==> config.mk <==
export PLATFORM = sky130hd
export DESIGN_NAME = csr_file_trap_flat
export DESIGN_NICKNAME = d
export VERILOG_FILES = /design/src/rtl/csr_file_trap_if.sv /design/src/rtl/csr_file_trap.sv /design/src/flat_wrapper.sv
export SDC_FILE = /design/constraint.sdc
export NUM_CORES = 2
export LEC_CHECK = 0
export BUFFER_PORTS_ARGS = -buffer_cell sky130_fd_sc_hd__clkbuf_2
export CAP_MARGIN = 15
export CELL_PAD_IN_SITES_DETAIL_PLACEMENT = 1
export CELL_PAD_IN_SITES_GLOBAL_PLACEMENT = 2
export CORE_MARGIN = 2
export CORE_UTILIZATION = 39
export CTS_CLUSTER_SIZE = 8
export DETAILED_ROUTE_END_ITERATION = 7
export PLACE_DENSITY_LB_ADDON = 0.1
export SETUP_SLACK_MARGIN = 0.2
export SYNTH_ARGS = -nofsm -noshare
export SYNTH_HDL_FRONTEND = slang
export SYNTH_SLANG_ARGS = --single-unit
==> constraint.sdc <==
create_clock -name clk -period 8.6 [get_ports clk]
set_input_delay 1.29 -clock clk [delete_from_list [all_inputs] [get_ports clk]]
set_output_delay 1.29 -clock clk [all_outputs]
set_load 0.005 [all_outputs]
==> src/rtl/csr_file_trap_if.sv <==
// Bundle between the writeback stage and the machine-mode CSR/trap unit.
// The master modport is the pipeline side and the slave modport is the CSR file.
interface csr_file_trap_if #(
  parameter int XLEN    = 64,
  parameter int NUM_HPM = 2
);
  localparam int HPM_W = (NUM_HPM < 1) ? 1 : NUM_HPM;

  logic [11:0]      ra;
  logic [XLEN-1:0]  rd;
  logic             rd_illegal;
  logic             wr_valid;
  logic [11:0]      wa;
  logic [XLEN-1:0]  wd;
  logic             trap_valid;
  logic             trap_is_int;
  logic [4:0]       trap_code;
  logic [XLEN-1:0]  trap_pc;
  logic [XLEN-1:0]  trap_tval;
  logic             mret_valid;
  logic [1:0]       instret_inc;
  logic [HPM_W-1:0] hpm_event;
  logic             irq_msip;
  logic             irq_mtip;
  logic             irq_meip;
  logic             int_req;
  logic [4:0]       int_code;
  logic             redirect_valid;
  logic [XLEN-1:0]  redirect_pc;

  modport master (
    output ra, wr_valid, wa, wd, trap_valid, trap_is_int, trap_code, trap_pc,
           trap_tval, mret_valid, instret_inc, hpm_event, irq_msip, irq_mtip, irq_meip,
    input  rd, rd_illegal, int_req, int_code, redirect_valid, redirect_pc
  );

  modport slave (
    input  ra, wr_valid, wa, wd, trap_valid, trap_is_int, trap_code, trap_pc,
           trap_tval, mret_valid, instret_inc, hpm_event, irq_msip, irq_mtip, irq_meip,
    output rd, rd_illegal, int_req, int_code, redirect_valid, redirect_pc
  );
endinterface

==> src/rtl/csr_file_trap.sv <==
// Machine-mode CSR file with trap entry, MRET return, interrupt arbitration,
// performance counters and a registered fetch redirect.
module csr_file_trap #(
  parameter int XLEN        = 64,
  parameter int NUM_HPM     = 2,
  parameter int VECTORED_EN = 1
) (
  input logic             clk,
  input logic             reset,
  csr_file_trap_if.slave  bus
);
  localparam int HPM_W = (NUM_HPM < 1) ? 1 : NUM_HPM;
  localparam logic [XLEN-1:0] ONE_C = {{(XLEN-1){1'b0}}, 1'b1};

  // mie/mip are stored compactly as {bit11, bit7, bit3}
  logic            mstatus_mie_r, mstatus_mpie_r;
  logic [1:0]      mstatus_fs_r;
  logic [2:0]      mie_r, mip_r;
  logic [XLEN-1:0] mtvec_r, mscratch_r, mepc_r, mcause_r, mtval_r;
  logic [XLEN-1:0] mcycle_r, minstret_r;
  logic [XLEN-1:0] hpm_r [HPM_W];
  logic            redirect_valid_r;
  logic [XLEN-1:0] redirect_pc_r;

  logic [XLEN-1:0] mstatus_s, rd_s, trap_target_s;
  logic            rd_illegal_s, hpm_hit_s, int_req_s;
  logic [4:0]      int_code_s;
  logic [2:0]      pend_s;

  function automatic logic [XLEN-1:0] irq_expand(input logic [2:0] b);
    logic [XLEN-1:0] r;
    r     = '0;
    r[11] = b[2];
    r[7]  = b[1];
    r[3]  = b[0];
    return r;
  endfunction

  function automatic logic [11:0] hpm_addr(input int idx);
    logic [11:0] off;
    off = idx[11:0];
    return 12'hB03 + off;
  endfunction

  // Assemble the architectural mstatus view; MPP is hardwired to machine mode
  always_comb begin
    mstatus_s            = '0;
    mstatus_s[XLEN-1]    = |mstatus_fs_r;
    mstatus_s[14:13]     = mstatus_fs_r;
    mstatus_s[12:11]     = 2'b11;
    mstatus_s[7]         = mstatus_mpie_r;
    mstatus_s[3]         = mstatus_mie_r;
  end

  // Combinational CSR read port
  always_comb begin
    rd_s         = '0;
    rd_illegal_s = 1'b0;
    hpm_hit_s    = 1'b0;
    for (int i = 0; i < HPM_W; i++) begin
      if (i < NUM_HPM && bus.ra == hpm_addr(i)) begin
        hpm_hit_s = 1'b1;
        rd_s      = hpm_r[i];
      end else begin
        hpm_hit_s = hpm_hit_s;
      end
    end
    case (bus.ra)
      12'h300: rd_s = mstatus_s;
      12'h301: rd_s = '0;
      12'h304: rd_s = irq_expand(mie_r);
      12'h305: rd_s = mtvec_r;
      12'h340: rd_s = mscratch_r;
      12'h341: rd_s = mepc_r;
      12'h342: rd_s = mcause_r;
      12'h343: rd_s = mtval_r;
      12'h344: rd_s = irq_expand(mip_r);
      12'hB00: rd_s = mcycle_r;
      12'hB02: rd_s = minstret_r;
      12'hF14: rd_s = '0;
      default: rd_illegal_s = ~hpm_hit_s;
    endcase
  end

  // Interrupt arbitration: external > software > timer
  always_comb begin
    pend_s    = mip_r & mie_r;
    int_req_s = mstatus_mie_r & (|pend_s);
    if (!int_req_s)     int_code_s = 5'd0;
    else if (pend_s[2]) int_code_s = 5'd11;
    else if (pend_s[0]) int_code_s = 5'd3;
    else                int_code_s = 5'd7;
  end

  // Trap target: vectored offset only applies to interrupts
  always_comb begin
    if (mtvec_r[0] && bus.trap_is_int)
      trap_target_s = {mtvec_r[XLEN-1:2], 2'b00} + {{(XLEN-7){1'b0}}, bus.trap_code, 2'b00};
    else
      trap_target_s = {mtvec_r[XLEN-1:2], 2'b00};
  end

  // CSR state, counters, trap/MRET sequencing and the redirect register
  always_ff @(posedge clk) begin
    if (reset) begin
      mstatus_mie_r    <= 1'b0;
      mstatus_mpie_r   <= 1'b0;
      mstatus_fs_r     <= 2'b00;
      mie_r            <= 3'b000;
      mip_r            <= 3'b000;
      mtvec_r          <= '0;
      mscratch_r       <= '0;
      mepc_r           <= '0;
      mcause_r         <= '0;
      mtval_r          <= '0;
      mcycle_r         <= '0;
      minstret_r       <= '0;
      for (int i = 0; i < HPM_W; i++) hpm_r[i] <= '0;
      redirect_valid_r <= 1'b0;
      redirect_pc_r    <= '0;
    end else begin
      mip_r            <= {bus.irq_meip, bus.irq_mtip, bus.irq_msip};
      mcycle_r         <= mcycle_r + ONE_C;
      minstret_r       <= minstret_r + {{(XLEN-2){1'b0}}, bus.instret_inc};
      for (int i = 0; i < HPM_W; i++)
        if (i < NUM_HPM && bus.hpm_event[i]) hpm_r[i] <= hpm_r[i] + ONE_C;
      redirect_valid_r <= 1'b0;
      if (bus.trap_valid) begin
        mepc_r           <= {bus.trap_pc[XLEN-1:2], 2'b00};
        mcause_r         <= {bus.trap_is_int, {(XLEN-6){1'b0}}, bus.trap_code};
        mtval_r          <= bus.trap_is_int ? '0 : bus.trap_tval;
        mstatus_mpie_r   <= mstatus_mie_r;
        mstatus_mie_r    <= 1'b0;
        redirect_valid_r <= 1'b1;
        redirect_pc_r    <= trap_target_s;
      end else if (bus.mret_valid) begin
        mstatus_mie_r    <= mstatus_mpie_r;
        mstatus_mpie_r   <= 1'b1;
        redirect_valid_r <= 1'b1;
        redirect_pc_r    <= mepc_r;
      end else if (bus.wr_valid) begin
        // Later assignments here override the counter increments above
        case (bus.wa)
          12'h300: begin
            mstatus_mie_r  <= bus.wd[3];
            mstatus_mpie_r <= bus.wd[7];
            mstatus_fs_r   <= bus.wd[14:13];
          end
          12'h304: mie_r      <= {bus.wd[11], bus.wd[7], bus.wd[3]};
          12'h305: mtvec_r    <= {bus.wd[XLEN-1:2], 1'b0, bus.wd[0] & (VECTORED_EN != 0)};
          12'h340: mscratch_r <= bus.wd;
          12'h341: mepc_r     <= {bus.wd[XLEN-1:2], 2'b00};
          12'h342: mcause_r   <= bus.wd;
          12'h343: mtval_r    <= bus.wd;
          12'hB00: mcycle_r   <= bus.wd;
          12'hB02: minstret_r <= bus.wd;
          default: begin
            for (int i = 0; i < HPM_W; i++)
              if (i < NUM_HPM && bus.wa == hpm_addr(i)) hpm_r[i] <= bus.wd;
          end
        endcase
      end
    end
  end

  assign bus.rd             = rd_s;
  assign bus.rd_illegal     = rd_illegal_s;
  assign bus.int_req        = int_req_s;
  assign bus.int_code       = int_code_s;
  assign bus.redirect_valid = redirect_valid_r;
  assign bus.redirect_pc    = redirect_pc_r;
endmodule
==> src/flat_wrapper.sv <==
// flat-port wrapper written by rule: the top's interface ports become plain ports
module csr_file_trap_flat 
#(
  parameter int XLEN        = 64,
  parameter int NUM_HPM     = 2,
  parameter int VECTORED_EN = 1
)
  (clk, reset, bus_ra, bus_wr_valid, bus_wa, bus_wd, bus_trap_valid, bus_trap_is_int, bus_trap_code, bus_trap_pc, bus_trap_tval, bus_mret_valid, bus_instret_inc, bus_hpm_event, bus_irq_msip, bus_irq_mtip, bus_irq_meip, bus_rd, bus_rd_illegal, bus_int_req, bus_int_code, bus_redirect_valid, bus_redirect_pc);
  csr_file_trap_if #(.XLEN(XLEN), .NUM_HPM(NUM_HPM)) bus_i ();
  input logic clk;
  input logic reset;
  input wire logic [$bits(bus_i.ra)-1:0] bus_ra;
  input wire logic [$bits(bus_i.wr_valid)-1:0] bus_wr_valid;
  input wire logic [$bits(bus_i.wa)-1:0] bus_wa;
  input wire logic [$bits(bus_i.wd)-1:0] bus_wd;
  input wire logic [$bits(bus_i.trap_valid)-1:0] bus_trap_valid;
  input wire logic [$bits(bus_i.trap_is_int)-1:0] bus_trap_is_int;
  input wire logic [$bits(bus_i.trap_code)-1:0] bus_trap_code;
  input wire logic [$bits(bus_i.trap_pc)-1:0] bus_trap_pc;
  input wire logic [$bits(bus_i.trap_tval)-1:0] bus_trap_tval;
  input wire logic [$bits(bus_i.mret_valid)-1:0] bus_mret_valid;
  input wire logic [$bits(bus_i.instret_inc)-1:0] bus_instret_inc;
  input wire logic [$bits(bus_i.hpm_event)-1:0] bus_hpm_event;
  input wire logic [$bits(bus_i.irq_msip)-1:0] bus_irq_msip;
  input wire logic [$bits(bus_i.irq_mtip)-1:0] bus_irq_mtip;
  input wire logic [$bits(bus_i.irq_meip)-1:0] bus_irq_meip;
  output wire logic [$bits(bus_i.rd)-1:0] bus_rd;
  output wire logic [$bits(bus_i.rd_illegal)-1:0] bus_rd_illegal;
  output wire logic [$bits(bus_i.int_req)-1:0] bus_int_req;
  output wire logic [$bits(bus_i.int_code)-1:0] bus_int_code;
  output wire logic [$bits(bus_i.redirect_valid)-1:0] bus_redirect_valid;
  output wire logic [$bits(bus_i.redirect_pc)-1:0] bus_redirect_pc;
  assign bus_i.ra = bus_ra;
  assign bus_i.wr_valid = bus_wr_valid;
  assign bus_i.wa = bus_wa;
  assign bus_i.wd = bus_wd;
  assign bus_i.trap_valid = bus_trap_valid;
  assign bus_i.trap_is_int = bus_trap_is_int;
  assign bus_i.trap_code = bus_trap_code;
  assign bus_i.trap_pc = bus_trap_pc;
  assign bus_i.trap_tval = bus_trap_tval;
  assign bus_i.mret_valid = bus_mret_valid;
  assign bus_i.instret_inc = bus_instret_inc;
  assign bus_i.hpm_event = bus_hpm_event;
  assign bus_i.irq_msip = bus_irq_msip;
  assign bus_i.irq_mtip = bus_irq_mtip;
  assign bus_i.irq_meip = bus_irq_meip;
  assign bus_rd = bus_i.rd;
  assign bus_rd_illegal = bus_i.rd_illegal;
  assign bus_int_req = bus_i.int_req;
  assign bus_int_code = bus_i.int_code;
  assign bus_redirect_valid = bus_i.redirect_valid;
  assign bus_redirect_pc = bus_i.redirect_pc;
  csr_file_trap #(.XLEN(XLEN), .NUM_HPM(NUM_HPM), .VECTORED_EN(VECTORED_EN)) u_core (.clk(clk), .reset(reset), .bus(bus_i));
endmodule
==> flow_metrics.py <==
metrics = {
    "clock_network": {
        "cts_tree": "done",
        "cts_max_level": 3,
        "cts_sinks": 646,
        "cts_root_buf": "clkbuf_16",
        "clockBufferDepth": 3,
        "clk_latency_ns": 0.66,
        "cts_resized": 0,
        "cts-buffers-inserted": 92,
        "post-cts-setup-buffers": 0,
        "clk_pin_slew_ns": 0.05,
        "ctsHoldBuffers": 0,
    },
    "pwr": {
        "switchingPower_w": 0.00200,
        "powerDensity_nw_per_um2": 182,
        "clock_power_share": 0.465,
        "power_w": 0.00739,
        "ir_drop_mv": 0.138,
        "p_int_w": 0.00539,
        "p_leak_nw": 13.1,
        "switching_share": 0.270,
        "p_seq_frac": 0.453,
        "comb_power_share": 0.082,
    },
    "critical_path": {
        "critical_path_class": "in2out",
        "arrival_ns": 4.84,
        "cpMostUsedCell": "clkbuf_2",
        "end_kind": "output pin",
        "crit_chain": "clkbuf_2, nand4bb_1, nand2b_1, buf_16, or4_1, o21ai_4, buf_12, a221oi_1, a31oi_1, clkbuf_2",
        "crit_path_start_kind": "input port",
        "cpPeakStageDelay_ns": 0.53,
        "crit_path_max_fanout": 88,
        "cpMaxStageDelayCell": "or4_1",
        "critical_path_required_ns": 7.31,
    },
    "timing": {
        "slew_viol_final": 0,
        "setup_violations": 0,
        "worst_pin_slew_ns": 1.30,
        "finalClockSkew_ns": 0.0291,
        "hold_viol_final": 0,
        "rsz0062_at_grt": "no",
        "slew_headroom": 0.130,
        "finalCritPeriodShare": 0.713,
        "fmax_mhz": 163,
        "tns_ns": 0,
        "final.min_clock_period_ns": 6.13,
    },
    "cells_and_area": {
        "drive_above_1_share": 0.132,
        "design_area_sq_um": 40700,
        "layout-area-overhead-vs-synth_pct": 13.8,
        "final_nets": 4745,
        "fill_cells": 10873,
    },
    "global_routing": {
        "grt_max_degree": 102,
        "antenna_found_initial": 6,
        "first_global_vias": 34629,
        "track_usage": 0.358,
        "grt_overflow": 0,
        "grt_pass1_wl_um": 248000,
    },
    "route": {
        "wirelength_um": 174000,
        "route.met2.wl_um": 74300,
        "met1_length_um": 79200,
        "drtAntennaViolNets": 0,
        "wl_met3_um": 15300,
        "wire_per_inst_um": 30.3,
        "route.detailed.drc": 10,
        "initialDrtViolationCount": 4312,
        "first_pass_iters": 8,
        "top_layer_used": "met4",
        "vias": 36170,
        "vias_per_cell": 6.32,
    },
    "logic_synthesis": {
        "ys_types": 74,
        "synth-edff-count": 128,
        "synth_ff_type": "dfxtp_1",
        "synth_area_sq_um": 35800,
        "syn_avg_cell_area_sq_um": 8.14,
        "synth_common_cells": "710 x nand2_1, 518 x dfxtp_1, 409 x nor2_1",
        "syn_inst": 4394,
        "synth.area.top_cells": "dfxtp_1 29%, edfxtp_1 11%, nand2_1 7.5%",
        "synth-seq-cells": 646,
        "seq_area_frac_synth": 0.398,
        "yosysMostFrequentCell": "nand2_1",
        "ys_warn_count": 0,
        "yosysTopAreaCellShare": 0.290,
        "synth_top_area_cell": "dfxtp_1",
        "async_flop_share": 0,
    },
    "place": {
        "gp_congestion": 0.925,
        "place_hpwl_um": 121000,
        "port_buffers": 364,
        "placed_area_sq_um": 38100,
    },
    "die": {
        "die-width_um": 307,
        "coreArea_sq_um": 91200,
        "die-area_sq_um": 94100,
        "die_h_um": 307,
        "rows": 111,
        "start_util": 0.392,
        "ios": 370,
    },
    "outcome": {
        "status": "finished with violations",
        "violations": "design-rule violations",
    },
    "job": {
        "drv_cap": 0,
    },
    "min_path": {
        "hold_path.class": "reg2reg",
    },
}
[metrics by stage]
stage / worst slack, ns / instances / util / hold WS [ns]
floorplan: 4.01 / 4396 / - / 0.432
global placement: 2.27 / 5589 / 0.417 / 0.438
detailed placement: 2.21 / 5589 / 0.417 / 0.445
CTS: 2.22 / 5717 / 0.445 / 0.452
global route: 2.43 / 5720 / 0.446 / 0.471
finish: 2.47 / 5721 / 0.446 / 0.450
[layout make-up]
type,instances,area (sq um),share of cell area
antenna,2,5.00,0.000123
clock buffer,123,2500,0.0615
timing repair buffer,433,2390,0.0587
sequential,646,14200,0.349
inverter,48,188,0.00461
clock inverter,5,53.8,0.00132
tap,1186,1480,0.0365
multi-input combinational,3278,19800,0.488
[layer usage]
layer | track usage | vias up
met4 | 0.102 | 0
met2 | 0.529 | 1540
met1 | 0.525 | 18287
met3 | 0.0695 | 227
met5 | 0 | -
li1 | - | 16116
[worst paths after layout]
path	from	end	slack, ns	depth (start not counted)
hold reg to reg	u_core.mcause_r[62]$_SDFFE_PP0P_	u_core.mcause_r[62]$_SDFFE_PP0P_	0.45	2
hold / removal	u_core.mcause_r[62]$_SDFFE_PP0P_	u_core.mcause_r[62]$_SDFFE_PP0P_	0.45	2
setup reg to reg	u_core.hpm_r[0][95]$_DFFE_PP_	u_core.hpm_r[0][127]$_DFFE_PP_	5.03	6
setup / recovery	bus_ra[7]	bus_rd[61]	2.47	10
[worst max-delay path, delay by kind of cell]
kind            cells  cell delay (ns)
compound gates      3             1.06
simple gates        3             1.39
buf+inv             4             0.98
[cell usage in the layout (no fill, tap or decap), types with 20 or more instances in the layout]
master / Yosys / routed
mux2i_1: 136 / 136
edfxtp_1: 128 / 128
and3_1: 41 / 40
a211oi_1: 338 / 338
inv_1: 47 / 46
a221oi_1: 90 / 90
clkbuf_1: 380 / 26
a31oi_1: 37 / 37
nand3_1: 128 / 128
clkbuf_16: 0 / 95
nor3_1: 89 / 83
nor4_1: 52 / 49
nand2_1: 710 / 710
xor2_1: 114 / 114
a222oi_1: 38 / 38
o31ai_1: 29 / 29
a221o_1: 20 / 20
dfxtp_1: 518 / 518
nor2b_1: 56 / 56
and4_1: 32 / 32
a21oi_1: 243 / 243
a22oi_1: 107 / 107
nand4_1: 79 / 79
clkbuf_2: 1 / 360
buf_4: 5 / 69
nor2_1: 409 / 403
xnor2_1: 175 / 175
o21ai_0: 153 / 153
[sequential cells by signal (all words and copies together) (netlist names)]
signal                     flops
u_core.mstatus_mpie_r          1
u_core.bus.redirect_valid      1
u_core.mstatus_mie_r           1
u_core.bus.redirect_pc        62
u_core.mtvec_r                63
u_core.mscratch_r             64
u_core.minstret_r             64
u_core.mcycle_r               64
u_core.mcause_r               64
u_core.mie_r                   3
u_core.mtval_r                64
u_core.mepc_r                 62
u_core.mstatus_fs_r            2
u_core.mip_r                   3
u_core.hpm_r                 128
[logic make-up (layout without fill, tap and decap cells)]
family	Yosys count	in the layout	share of synthesized area
AND/OR/NAND/NOR	1706	1706	0.219
AO/OA/AOI/OAI	1129	1129	0.218
XOR/XNOR	289	289	0.0708
flip-flops	646	646	0.398
buffers and inverters	472	609	0.0511
other	1	5	0.000105
adder cells (fa/ha/maj)	12	12	0.00462
multiplexers	139	139	0.0390
[power groups by stage]
stage | combinational (W) | sequential (W) | clock (W)
2_1_floorplan | 0.000332 | 0.00334 | 0
3_3_place_gp | 0.000585 | 0.00340 | 0
3_5_place_dp | 0.000592 | 0.00340 | 0
4_1_cts | 0.000596 | 0.00334 | 0.00347
5_1_grt | 0.000644 | 0.00335 | 0.00359
6_report | 0.000606 | 0.00335 | 0.00344
Power figures use the tool's default switching activity.
